### config.mk
export PLATFORM = sky130hd
export DESIGN_NAME = vec_pixel_loader
export DESIGN_NICKNAME = d
export VERILOG_FILES = /design/src/rtl/vec_pkg.sv /design/src/rtl/vec_lane_packer.sv /design/src/rtl/vec_pixel_loader.sv
export SDC_FILE = /design/constraint.sdc
export NUM_CORES = 1
export LEC_CHECK = 0
export ABC_AREA = 1
export BUFFER_PORTS_ARGS = -buffer_cell sky130_fd_sc_hd__buf_2
export CELL_PAD_IN_SITES_DETAIL_PLACEMENT = 1
export CELL_PAD_IN_SITES_GLOBAL_PLACEMENT = 2
export CORE_UTILIZATION = 30
export DETAILED_ROUTE_END_ITERATION = 8
export GPL_TIMING_DRIVEN = 1
export PLACE_DENSITY_LB_ADDON = 0.1
export SLEW_MARGIN = 20
export SYNTH_ARGS = -nofsm -noshare
export SYNTH_HDL_FRONTEND = slang
export SYNTH_SLANG_ARGS = --single-unit
### constraint.sdc
create_clock -name clk -period 3.27 [get_ports clk]
set_input_delay 0.4905 -clock clk [delete_from_list [all_inputs] [get_ports clk]]
set_output_delay 0.4905 -clock clk [all_outputs]
set_load 0.05 [all_outputs]
### src/rtl/vec_pkg.sv
// Shared definitions for the vector pixel loader.
// Holds the default geometry constants, the loader FSM state encoding and
// the pixel/address element types.
package vec_pkg;

  localparam int PIXEL_W    = 8;
  localparam int ADDR_W     = 24;
  localparam int VEC_LANES  = 4;
  localparam int IMG_PIXELS = 90000;

  typedef enum logic [1:0] {
    IDLE,
    FETCH,
    HOLD,
    DONE
  } loader_state_t;

  typedef logic [PIXEL_W-1:0] pixel_t;
  typedef logic [ADDR_W-1:0]  addr_t;

endpackage

### src/rtl/vec_lane_packer.sv
// Vector pack register: LANES lanes of PIXEL bits each.
// Ports:
//   clk, rst  - clock and synchronous active-high reset
//   clr       - synchronous clear of all lanes (has priority over wr_en)
//   wr_en     - write wr_data into lane wr_lane
//   wr_lane   - target lane index
//   wr_data   - pixel to store
//   data      - packed vector, lane i at bits [i*PIXEL +: PIXEL]
module vec_lane_packer #(
  parameter int PIXEL = 8,
  parameter int LANES = 4,
  parameter int LW    = $clog2(LANES)
) (
  input  logic                   clk,
  input  logic                   rst,
  input  logic                   clr,
  input  logic                   wr_en,
  input  logic [LW-1:0]          wr_lane,
  input  logic [PIXEL-1:0]       wr_data,
  output logic [LANES*PIXEL-1:0] data
);

  logic [LANES*PIXEL-1:0] data_q, data_d;

  always_comb begin
    data_d = data_q;
    if (clr) begin
      data_d = '0;
    end else if (wr_en) begin
      data_d[wr_lane*PIXEL +: PIXEL] = wr_data;
    end
  end

  // NOTE: state is updated with non-blocking assignments only, so every flop
  // samples values from before the edge regardless of block ordering.
  always_ff @(posedge clk) begin
    if (rst) data_q <= '0;
    else     data_q <= data_d;
  end

  assign data = data_q;

endmodule

### src/rtl/vec_pixel_loader.sv
// Walks a pixel range in the pixel input memory, one address per cycle, and
// packs LANES consecutive pixels into a vector word handed downstream over a
// valid/ready handshake. The final partial vector is zero padded and flagged.
// Ports:
//   clk, rst            - clock and synchronous active-high reset
//   start               - begin a load (only honoured in IDLE)
//   base_addr, count    - first pixel address and pixel count
//   mem_addr, mem_rd    - pixel memory address out / combinational read data in
//   vec_data, vec_valid,
//   vec_ready, vec_last - vector output handshake
//   busy, done          - status: not idle / one-cycle completion pulse
module vec_pixel_loader
  import vec_pkg::*;
#(
  parameter int WIDTH = ADDR_W,
  parameter int PIXEL = PIXEL_W,
  parameter int LANES = VEC_LANES
) (
  input  logic                   clk,
  input  logic                   rst,
  input  logic                   start,
  input  logic [WIDTH-1:0]       base_addr,
  input  logic [WIDTH-1:0]       count,
  output logic [WIDTH-1:0]       mem_addr,
  input  logic [WIDTH-1:0]       mem_rd,
  output logic [LANES*PIXEL-1:0] vec_data,
  output logic                   vec_valid,
  input  logic                   vec_ready,
  output logic                   vec_last,
  output logic                   busy,
  output logic                   done
);

  localparam int LW = $clog2(LANES);

  loader_state_t    state_q, state_d;
  logic [WIDTH-1:0] base_q, base_d;
  logic [WIDTH-1:0] count_q, count_d;
  logic [WIDTH-1:0] idx_q, idx_d;
  logic [LW-1:0]    lane_q, lane_d;
  logic             last_q, last_d;
  logic             pk_clr, pk_wr;
  logic             fetch_last;

  // Current capture is the final pixel of the range.
  assign fetch_last = (idx_q == count_q - WIDTH'(1));

  // NOTE: every signal written here gets a default first, so no path through
  // the case statement can leave one unassigned and infer a latch.
  always_comb begin
    state_d = state_q;
    base_d  = base_q;
    count_d = count_q;
    idx_d   = idx_q;
    lane_d  = lane_q;
    last_d  = last_q;
    pk_clr  = 1'b0;
    pk_wr   = 1'b0;
    unique case (state_q)
      IDLE: begin
        if (start) begin
          base_d  = base_addr;
          count_d = count;
          idx_d   = '0;
          lane_d  = '0;
          last_d  = 1'b0;
          pk_clr  = 1'b1;
          state_d = (count == '0) ? DONE : FETCH;
        end
      end
      FETCH: begin
        pk_wr  = 1'b1;
        idx_d  = idx_q + WIDTH'(1);
        lane_d = lane_q + LW'(1);
        if (lane_q == LW'(LANES - 1) || fetch_last) begin
          last_d  = fetch_last;
          state_d = HOLD;
        end
      end
      HOLD: begin
        if (vec_ready) begin
          if (last_q) begin
            last_d  = 1'b0;
            state_d = DONE;
          end else begin
            pk_clr  = 1'b1;
            lane_d  = '0;
            state_d = FETCH;
          end
        end
      end
      DONE: begin
        state_d = IDLE;
      end
      default: state_d = IDLE;
    endcase
  end

  always_ff @(posedge clk) begin
    if (rst) begin
      state_q <= IDLE;
      base_q  <= '0;
      count_q <= '0;
      idx_q   <= '0;
      lane_q  <= '0;
      last_q  <= 1'b0;
    end else begin
      state_q <= state_d;
      base_q  <= base_d;
      count_q <= count_d;
      idx_q   <= idx_d;
      lane_q  <= lane_d;
      last_q  <= last_d;
    end
  end

  // In HOLD idx has already advanced past the last capture, so step back one
  // to keep the address steady while the vector waits.
  always_comb begin
    mem_addr = '0;
    case (state_q)
      FETCH:   mem_addr = base_q + idx_q;
      HOLD:    mem_addr = base_q + idx_q - WIDTH'(1);
      default: mem_addr = '0;
    endcase
  end

  vec_lane_packer #(
    .PIXEL (PIXEL),
    .LANES (LANES),
    .LW    (LW)
  ) u_packer (
    .clk     (clk),
    .rst     (rst),
    .clr     (pk_clr),
    .wr_en   (pk_wr),
    .wr_lane (lane_q),
    .wr_data (mem_rd[PIXEL-1:0]),
    .data    (vec_data)
  );

  assign vec_valid = (state_q == HOLD);
  assign vec_last  = last_q;
  assign busy      = (state_q != IDLE);
  assign done      = (state_q == DONE);

endmodule

==> results of run 1 <==
-- flip-flops by register name (all words and copies together), names as in the netlist --
name	count
idx_q	24
count_q	24
lane_q	2
state_q	2
base_q	24
vec_last	1
u_packer.data	32
-- through the flow --
step / power, mW / setup TNS (ns) / std cells / hold WS (ns)
final: 7.19 / -0.419 / 1842 / 0.375
after global routing: 7.82 / -2.76 / 1842 / 0.398
after floorplan: 4.52 / 0 / 1331 / 0.448
after CTS: 7.02 / -1.11 / 1832 / 0.371
after global placement: 5.58 / 0 / 1806 / 0.454
after detailed placement: 5.63 / -0.00741 / 1806 / 0.460
-- worst max path at each step --
stage | from | slack (ns) | to
floorplan | idx_q[0]$_SDFFE_PP0P_ | 0.006 | mem_addr[14]
global route | idx_q[0]$_SDFFE_PP0P_ | -0.27 | mem_addr[19]
CTS | idx_q[0]$_SDFFE_PP0P_ | -0.18 | mem_addr[19]
detailed placement | base_q[0]$_SDFFE_PP0P_ | -0.004 | mem_addr[23]
global placement | base_q[0]$_SDFFE_PP0P_ | 0.03 | mem_addr[19]
finish | idx_q[0]$_SDFFE_PP0P_ | -0.08 | mem_addr[19]
-- cells by family (layout without fill, tap and decap cells) --
kind of cell	after synthesis	after routing
and+or+nand+nor	737	737
adders and majority gates	37	37
AOI/OAI and AO/OA	217	217
DFF	109	109
buffers and inverters	196	366
xor gates and xnor gates	35	35
-- cells in the mapped netlist, types with 2 or more instances --
cell type    n  area [um^2]
nand2_1    322         1210
nor2_1     193          724
inv_1      149          559
dfxtp_1    109         2180
a21oi_1     97          485
nand3_1     92          460
o21ai_0     74          370
ha_1        36          450
nand2_2     28          175
clkbuf_1    27          101
xor2_1      24          210
nand4_1     22          138
a22oi_1     16          120
nor2_2      14         87.6
nor3_1      12         60.1
inv_2       11         41.3
nor4_1      11         68.8
xnor2_1     11         96.3
nand3b_1    10         75.1
a211oi_1     9         67.6
nor2_4       9          101
a21oi_2      5         43.8
nand3_2      5         50.1
o21ai_1      4         20.0
o21bai_1     4         30.0
buf_2        3         15.0
clkinv_1     3         11.3
nor3_2       3         30.0
nor3b_1      3         22.5
a31oi_1      2         12.5
and2_1       2         12.5
and2_2       2         15.0
buf_1        2         7.51
o211ai_1     2         15.0
or2_0        2         12.5
-- area by class of cell --
cell class / instances / area (um^2) / area share, %
clock buffer: 10 / 229 / 2.14
clock inverter: 6 / 55.1 / 0.515
inverter: 163 / 619 / 5.79
multi-input combinational: 1026 / 5960 / 55.7
sequential: 109 / 2190 / 20.5
tap: 341 / 427 / 3.99
timing repair buffer: 187 / 1210 / 11.3
-- routing by layer --
layer,track usage (%),wire length [um],vias to the layer above
met1,25.8,13500,4149
met3,2.27,523,21
met5,0,0,-
met2,36.6,14100,81
met4,4.63,388,0
li1,-,-,4638
-- repair_timing --
item	in CTS	in global routing
pin swaps	23	27
setup endpoints to repair	17	18
setup buffers	10	10
resized for setup	94	82
-- power groups by stage --
stage                     Clock, mW  Combinational [mW]  Sequential [mW]
after floorplan                   0                2.75             1.77
final                          1.12                4.31             1.76
after global placement            0                3.83             1.75
after global routing           1.20                4.83             1.79
after detailed placement          0                3.87             1.76
after CTS                      1.15                4.13             1.75
-- worst max-delay path: cells and delay by family, from the launching register on --
kind                       cells  cell delay (ns)
adders and majority gates      2             0.58
buffers and inverters          2             0.25
DFF                            1             0.37
and+or+nand+nor               11             1.17
AOI/OAI and AO/OA              1             0.11
==> impl_metrics.env, run 1 <==
export IMPL_grt_pass1_vias=8882
export IMPL_status="finished with violations"
export IMPL_grtUsageTotal_pct=20.3
export IMPL_layout_commonest_cell="nand2_1"
export IMPL_yosysSeqAreaShare_pct=26.5
export IMPL_avgRoutedWirePerCell_um=15.4
export IMPL_combPwrFrac_pct=60.0
export IMPL_vdd_drop_max_uv=296
export IMPL_holdCritStartpoint="base_addr[20]"
export IMPL_p_leak_nw=4.79
export IMPL_numPortBuffers=119
export IMPL_design_core_area_mm2=0.0270
export IMPL_htreeDepth=3
export IMPL_antenna_found_initial=0
export IMPL_worst_pin_slew_ns=0.672
export IMPL_nNetsFinal=1609
export IMPL_ant_nets=0
export IMPL_worst_path_most_repeated_cell="nand2_1"
export IMPL_nFillCells=3548
export IMPL_wl_um=28400
export IMPL_drive_gt1_share_pct=26.3
export IMPL_fp_dieW_um=168
export IMPL_cts_path_max_buffers=2
export IMPL_synth_xor_area_share_pct=3.72
export IMPL_die_h_um=168
export IMPL_gp_congestion=0.870
export IMPL_rr_startpoint="state_q[1]$_SDFFE_PP0P_"
export IMPL_synth_top_flop_cell="dfxtp_1"
export IMPL_postCtsHoldBufs=0
export IMPL_synth_compound_area_share_pct=14.6
export IMPL_worstHoldEndpoint="base_q[20]$_SDFFE_PP0P_"
export IMPL_rsz0062_at_grt="yes"
export IMPL_num_vias=8889
export IMPL_start_kind="register"
export IMPL_failed_checks="negative setup slack"
export IMPL_area_growth_pct=29.8
export IMPL_postLayoutCoreUtil_pct=39.7
export IMPL_pwr_share_seq_pct=24.4
export IMPL_maxSlewHeadroom_pct=55.2
export IMPL_fmax_mhz=299
export IMPL_dp_hpwl_um=22700
export IMPL_cts_tree="yes"
export IMPL_syn_area_per_cell_um2=6.19
export IMPL_intPower_mw=3.54
export IMPL_path_cells="ha_4 > fa_2 > inv_1 > nand2_1 > nor2_2 > nand3_2 > nor2_4 > nand3_4 > nor2_8 > nand3_4 > nor2_4 > nand2_1 > o21ai_1 > nand2_1 > nor2_2 > buf_6"
export IMPL_rrSetupSlack_ns=0.55
export IMPL_mostFrequentLayoutCells="nand2_1 (299), nor2_1 (176), inv_1 (143)"
export IMPL_clockPowerShare_pct=15.6
export IMPL_fp_dieArea_mm2=0.0281
export IMPL_ys_warn_count=0
export IMPL_critPathRequiredTime_ns=2.78
export IMPL_cp_arrival_ns=2.85
export IMPL_drcViolationCount=0
export IMPL_ys_ff_latch=109
export IMPL_ios=136
export IMPL_crit_slowest_cell="fa_2"
export IMPL_cts_clk_slew_worst_paths_ns=0.09
export IMPL_ys_types=48
export IMPL_grt_max_degree=74
export IMPL_dpl_cell_area_mm2=0.00954
export IMPL_synth_simple_area_share_pct=40.4
export IMPL_start_util_pct=30.6
export IMPL_drtIter0Drc=303
export IMPL_post_place_ws_ns=-0.00382
export IMPL_powerDensity_mw_per_mm2=672
export IMPL_finalMaxSlewViolations=0
export IMPL_synth_top_family_by_area="simple AND/OR/NAND/NOR gates"
export IMPL_fin_skew_ns=0.0153
export IMPL_vias_per_cell=4.83
export IMPL_min_path_type="input port to register"
export IMPL_gr_total_overflow=0
export IMPL_cts_sinks=109
export IMPL_crit_type="register to primary output"
export IMPL_cp_max_fo=5
export IMPL_min_period_over_period_pct=102
export IMPL_period_needed_ns=3.35
export IMPL_diodes=0
export IMPL_clockRootBuffer="clkbuf_16"
export IMPL_final_setup_viol_count=9
export IMPL_critPathCaptureType="primary output"
export IMPL_power_switching_mw=3.65
export IMPL_finalWorstSetupSlack_ns=-0.0753
export IMPL_synth_async_reset_ratio_pct=0
export IMPL_cpPeakStageDelay_ns=0.44
export IMPL_cap_violations=0
export IMPL_reg2reg_to="idx_q[22]$_SDFFE_PP0P_"
export IMPL_grt_first_pass_wirelength_um=45800
export IMPL_synthAdderAreaFrac_pct=5.71
export IMPL_drt_pass1_iter_count=4
export IMPL_fin_area_mm2=0.0107
export IMPL_synth_edf_count=0
export IMPL_switching_share_pct=50.8
export IMPL_syn_inst=1331
export IMPL_synth_mux_area_share_pct=0
export IMPL_hold_path_depth=3
export IMPL_cts_made_buffers=9
export IMPL_syn_cell_area_mm2=0.00823
export IMPL_hold_violations=0
export IMPL_rows=60
export IMPL_insertion_delay_ns=0.36
export IMPL_r2r_cells=11
export IMPL_syn_nets=1444
(Power assumes the default switching activity.)
==> inputs of run 2 (changes only) <==
- CORE_MARGIN: unset -> 5
- REMOVE_ABC_BUFFERS: unset -> 1
==> run 2 against run 1 <==
The flow still finishes with violations (negative setup slack); clock power up 4%; wire length is 1.9% lower; non-clock buffer count increased by 3; critical path type unchanged; largest power group unchanged.
==> impl_metrics.env, run 2 (synthesis gave the netlist of run 1 again) <==
export IMPL_status="finished with violations"
export IMPL_failed_checks="negative setup slack"
export IMPL_nNetsFinal=1612
export IMPL_cts_made_buffers=9
export IMPL_crit_type="register to primary output"
export IMPL_finalWorstSetupSlack_ns=-0.0991
export IMPL_cap_violations=0
export IMPL_fin_area_mm2=0.0105
export IMPL_p_leak_nw=4.80
export IMPL_die_h_um=176
export IMPL_switching_share_pct=49.9
export IMPL_gp_congestion=0.821
export IMPL_pwr_share_seq_pct=24.5
export IMPL_reg2reg_to="vec_last$_SDFFE_PP0P_"
export IMPL_area_growth_pct=27.6
export IMPL_finalMaxSlewViolations=0
export IMPL_cp_max_fo=4
export IMPL_design_power_total_mw=7.11
export IMPL_drt_pass1_iter_count=4
export IMPL_intPower_mw=3.56
export IMPL_worstHoldEndpoint="base_q[22]$_SDFFE_PP0P_"
export IMPL_cts_sinks=109
export IMPL_min_period_over_period_pct=103
export IMPL_period_needed_ns=3.37
export IMPL_rsz0062_at_grt="yes"
export IMPL_antenna_found_initial=1
export IMPL_mostFrequentLayoutCells="nand2_1 (300), nor2_1 (180), inv_1 (146)"
export IMPL_largest_register_ffs=32
export IMPL_cp_startpoint="idx_q[0]$_SDFFE_PP0P_"
export IMPL_start_kind="register"
export IMPL_min_path_type="input port to register"
export IMPL_postCtsHoldBufs=0
export IMPL_holdCritStartpoint="base_addr[22]"
export IMPL_vias_per_cell=4.84
export IMPL_gr_total_overflow=0
export IMPL_rr_startpoint="count_q[0]$_SDFFE_PP0P_"
export IMPL_grtUsageTotal_pct=18.0
export IMPL_drtIter0Drc=236
export IMPL_combPwrFrac_pct=59.1
export IMPL_rrSetupSlack_ns=0.80
export IMPL_finalSetupTns_ns=-0.594
export IMPL_post_place_ws_ns=-0.0365
export IMPL_dpl_cell_area_mm2=0.00954
export IMPL_start_util_pct=30.5
export IMPL_drcViolationCount=0
export IMPL_clockRootBuffer="clkbuf_16"
export IMPL_insertion_delay_ns=0.36
export IMPL_num_vias=8941
export IMPL_cts_tree="yes"
export IMPL_numPortBuffers=119
export IMPL_critPathCaptureType="primary output"
export IMPL_ios=136
export IMPL_htreeDepth=3
export IMPL_worst_pin_slew_ns=0.688
export IMPL_cp_arrival_ns=2.88
export IMPL_cts_clk_slew_worst_paths_ns=0.08
export IMPL_clockPowerShare_pct=16.5
export IMPL_postLayoutCoreUtil_pct=38.9
export IMPL_fp_dieArea_mm2=0.0309
export IMPL_avgRoutedWirePerCell_um=15.1
export IMPL_grt_max_degree=74
export IMPL_vdd_drop_max_uv=273
export IMPL_hold_slack_ns=0.386
export IMPL_design_core_area_mm2=0.0270
export IMPL_cts_path_max_buffers=2
export IMPL_powerDensity_mw_per_mm2=677
export IMPL_fp_dieW_um=176
export IMPL_layout_commonest_cell="nand2_1"
export IMPL_r2r_cells=19
export IMPL_final_setup_viol_count=14
export IMPL_drive_gt1_share_pct=25.1
export IMPL_grt_pass1_vias=9204
export IMPL_power_switching_mw=3.55
export IMPL_dp_hpwl_um=22800
export IMPL_fmax_mhz=297
export IMPL_hold_path_depth=3
export IMPL_fin_skew_ns=0.0133
export IMPL_final_instance_count_excl_fill=1846
export IMPL_nFillCells=3595
export IMPL_ant_nets=0
export IMPL_dp_cells=1813
export IMPL_maxSlewHeadroom_pct=54.0
export IMPL_wl_um=27900
export IMPL_rows=60
export IMPL_critPathRequiredTime_ns=2.78
export IMPL_hold_violations=0
export IMPL_grt_first_pass_wirelength_um=45700
run 2: layer usage:
layer  routed length, um  GRT usage (%)
met5                   0              0
met3                 519           1.76
met1               13300           23.5
met2               13700           32.2
met4                 374           4.06
run 2: repair_timing:
item / in CTS / in global routing
buffers inserted: 6 / 10
pin swaps: 15 / 27
gates resized for setup: 47 / 95
setup endpoints to repair: 18 / 18
run 2: worst max path at each step:
stage / endpoint
after global placement: mem_addr[15]
final: mem_addr[22]
after detailed placement: mem_addr[15]
after floorplan: mem_addr[8]
after global routing: mem_addr[22]
after CTS: mem_addr[20]
run 2: critical path, stage by stage (launching register included):
cell and delay (ns):
dfxtp_4 0.36, ha_4 0.16, fa_2 0.39, nand2_2 0.09, nand3_2 0.08, nand3_4 0.12, nand2_4 0.07, nand2_2 0.06
nand2_2 0.07, nor2_4 0.13, nand3_2 0.10, nor2_4 0.14, nand2_2 0.09, nor2_4 0.14, nand2_1 0.06, nand2_1 0.07
nand3_2 0.07, a21oi_2 0.16, buf_6 0.17
run 2: power groups by stage:
stage               sequential (mW)  clock (mW)  combinational, mW
floorplan                      1.77           0               2.63
global placement               1.75           0               3.85
detailed placement             1.75           0               3.90
CTS                            1.73        1.21               4.04
global route                   1.77        1.27               4.72
finish                         1.74        1.17               4.20
run 2: area by class of cell:
cell class	instances	area, um^2	share of cell area (%)
multi-input cells	1026	5750	54.7
well taps	341	427	4.06
flip-flops and latches	109	2190	20.9
diodes	1	2.50	0.0238
inverters	163	612	5.82
clock inverters	7	80.1	0.762
repair buffers	190	1220	11.6
clock buffers	9	225	2.14
==> inputs of run 3 (changes only) <==
- SKIP_CTS_REPAIR_TIMING: unset -> 1
==> run 3 against run 2 <==
Total power fell by 1.3%; via count down 0.28%; sequential power about the same; wire length down 0.67%; the run still ends with negative setup slack left; sequential cell count did not move.
==> impl_metrics.env, run 3 (synthesis gave the netlist of run 1 again) <==
export IMPL_status="finished with violations"
export IMPL_failed_checks="negative setup slack"
export IMPL_drtIter0Drc=256
export IMPL_period_needed_ns=3.48
export IMPL_drt_pass1_iter_count=4
export IMPL_cp_startpoint="idx_q[0]$_SDFFE_PP0P_"
export IMPL_fin_area_mm2=0.0103
export IMPL_drive_gt1_share_pct=23.6
export IMPL_dpl_cell_area_mm2=0.00954
export IMPL_fin_skew_ns=0.0149
export IMPL_cts_clk_slew_worst_paths_ns=0.08
export IMPL_hold_violations=0
export IMPL_crit_slowest_cell="fa_2"
export IMPL_final_setup_viol_count=15
export IMPL_critPathCaptureType="primary output"
export IMPL_area_growth_pct=25.6
export IMPL_cts_made_buffers=9
export IMPL_htreeDepth=3
export IMPL_dp_hpwl_um=22800
export IMPL_layout_commonest_cell="nand2_1"
export IMPL_start_util_pct=30.5
export IMPL_p_leak_nw=4.79
export IMPL_clockRootBuffer="clkbuf_16"
export IMPL_grt_first_pass_wirelength_um=45500
export IMPL_min_period_over_period_pct=106
export IMPL_finalWorstSetupSlack_ns=-0.206
export IMPL_holdCritStartpoint="base_addr[22]"
export IMPL_critPathRequiredTime_ns=2.78
export IMPL_design_core_area_mm2=0.0270
export IMPL_vdd_drop_max_uv=275
export IMPL_wl_um=27700
export IMPL_gr_total_overflow=0
export IMPL_cts_path_max_buffers=2
export IMPL_grt_max_degree=74
export IMPL_cap_violations=0
export IMPL_vias_per_cell=4.84
export IMPL_finalMaxSlewViolations=0
export IMPL_num_vias=8916
export IMPL_gp_congestion=0.821
export IMPL_fp_dieW_um=176
export IMPL_drcViolationCount=0
export IMPL_maxSlewHeadroom_pct=53.5
export IMPL_finalSetupTns_ns=-1.72
export IMPL_worst_pin_slew_ns=0.695
export IMPL_crit_buf_inv=1
export IMPL_cp_max_fo=5
export IMPL_cts_tree="yes"
export IMPL_min_path_type="input port to register"
export IMPL_path_cells="ha_4 > fa_2 > xor2_2 > nor2_2 > nand3_2 > nor2_4 > nand3_4 > nor2_8 > nand3_4 > nor2_4 > nand2_1 > o21ai_1 > nand2_1 > nor2_1 > buf_6"
export IMPL_fp_dieArea_mm2=0.0309
export IMPL_rr_startpoint="count_q[0]$_SDFFE_PP0P_"
export IMPL_postLayoutCoreUtil_pct=38.3
export IMPL_start_kind="register"
export IMPL_cts_sinks=109
export IMPL_numPortBuffers=119
export IMPL_rsz0062_at_grt="yes"
export IMPL_cp_arrival_ns=2.99
export IMPL_avgRoutedWirePerCell_um=15.0
export IMPL_ant_nets=0
export IMPL_ios=136
export IMPL_cpPeakStageDelay_ns=0.46
export IMPL_grtUsageTotal_pct=18.0
export IMPL_mostFrequentLayoutCells="nand2_1 (304), nor2_1 (184), inv_1 (146)"
export IMPL_crit_type="register to primary output"
export IMPL_fmax_mhz=288
export IMPL_largest_register_ffs=32
export IMPL_grt_pass1_vias=9155
export IMPL_insertion_delay_ns=0.37
export IMPL_nFillCells=3627
export IMPL_cpLargestDelayFamily="simple AND/OR/NAND/NOR gates"
export IMPL_rows=60
export IMPL_antenna_found_initial=1
export IMPL_die_h_um=176
export IMPL_powerDensity_mw_per_mm2=678
export IMPL_nNetsFinal=1608
[run 3: cell count changes in the layout (fill, tap and decap cells not counted), moves of 3 or more]
cell,delta
a21oi_2,-3
nor2_1,+4
dfxtp_1,+3
ha_2,+3
a21oi_1,+3
ha_1,+5
nand3_2,-3
ha_4,-8
dfxtp_2,-3
nand2_2,-4
nand2_1,+4
buf_4,-4
nand3_1,+3
[run 3: where the power goes]
part           internal (mW)  switching (mW)
clock                  0.607           0.564
combinational           1.35            2.77
sequential              1.54           0.180
total                   3.51            3.51
[run 3: area by class of cell]
cell class	count	area (um^2)	area share [%]
Multi-Input combinational cell	1026	5610	54.3
Clock inverter	7	80.1	0.774
Antenna cell	1	2.50	0.0242
Clock buffer	9	225	2.18
Inverter	163	612	5.92
Tap cell	341	427	4.13
Timing Repair Buffer	186	1200	11.6
Sequential cell	109	2190	21.2
[run 3: final timing paths]
path | slack [ns] | end | cells past startpoint
max | -0.21 | mem_addr[19] | 15
min reg2reg | 0.46 | u_packer.data[1]$_SDFFE_PP0P_ | 2
min | 0.39 | base_q[22]$_SDFFE_PP0P_ | 3
max reg2reg | 0.79 | vec_last$_SDFFE_PP0P_ | 19
[run 3: routing by layer]
layer	wire length (um)	GRT usage, %	up-vias
met3	491	1.74	26
met5	0	0	-
li1	-	-	4638
met1	13200	23.5	4176
met2	13500	32.0	76
met4	431	3.93	0
[run 3: tightest hold or removal path: stages]
cell	delay, ns
buf_2	0.07
o21ai_0	0.07
nor2_1	0.08
[run 3: metrics by stage]
step	worst slack (ns)	cells	power, mW	hold WS (ns)
2_1_floorplan	-0.443	1298	4.40	0.450
3_3_place_gp	0.0166	1813	5.59	0.450
3_5_place_dp	-0.0365	1813	5.65	0.455
4_1_cts	-0.435	1829	6.85	0.374
5_1_grt	-0.387	1842	7.68	0.392
6_report	-0.206	1842	7.02	0.386
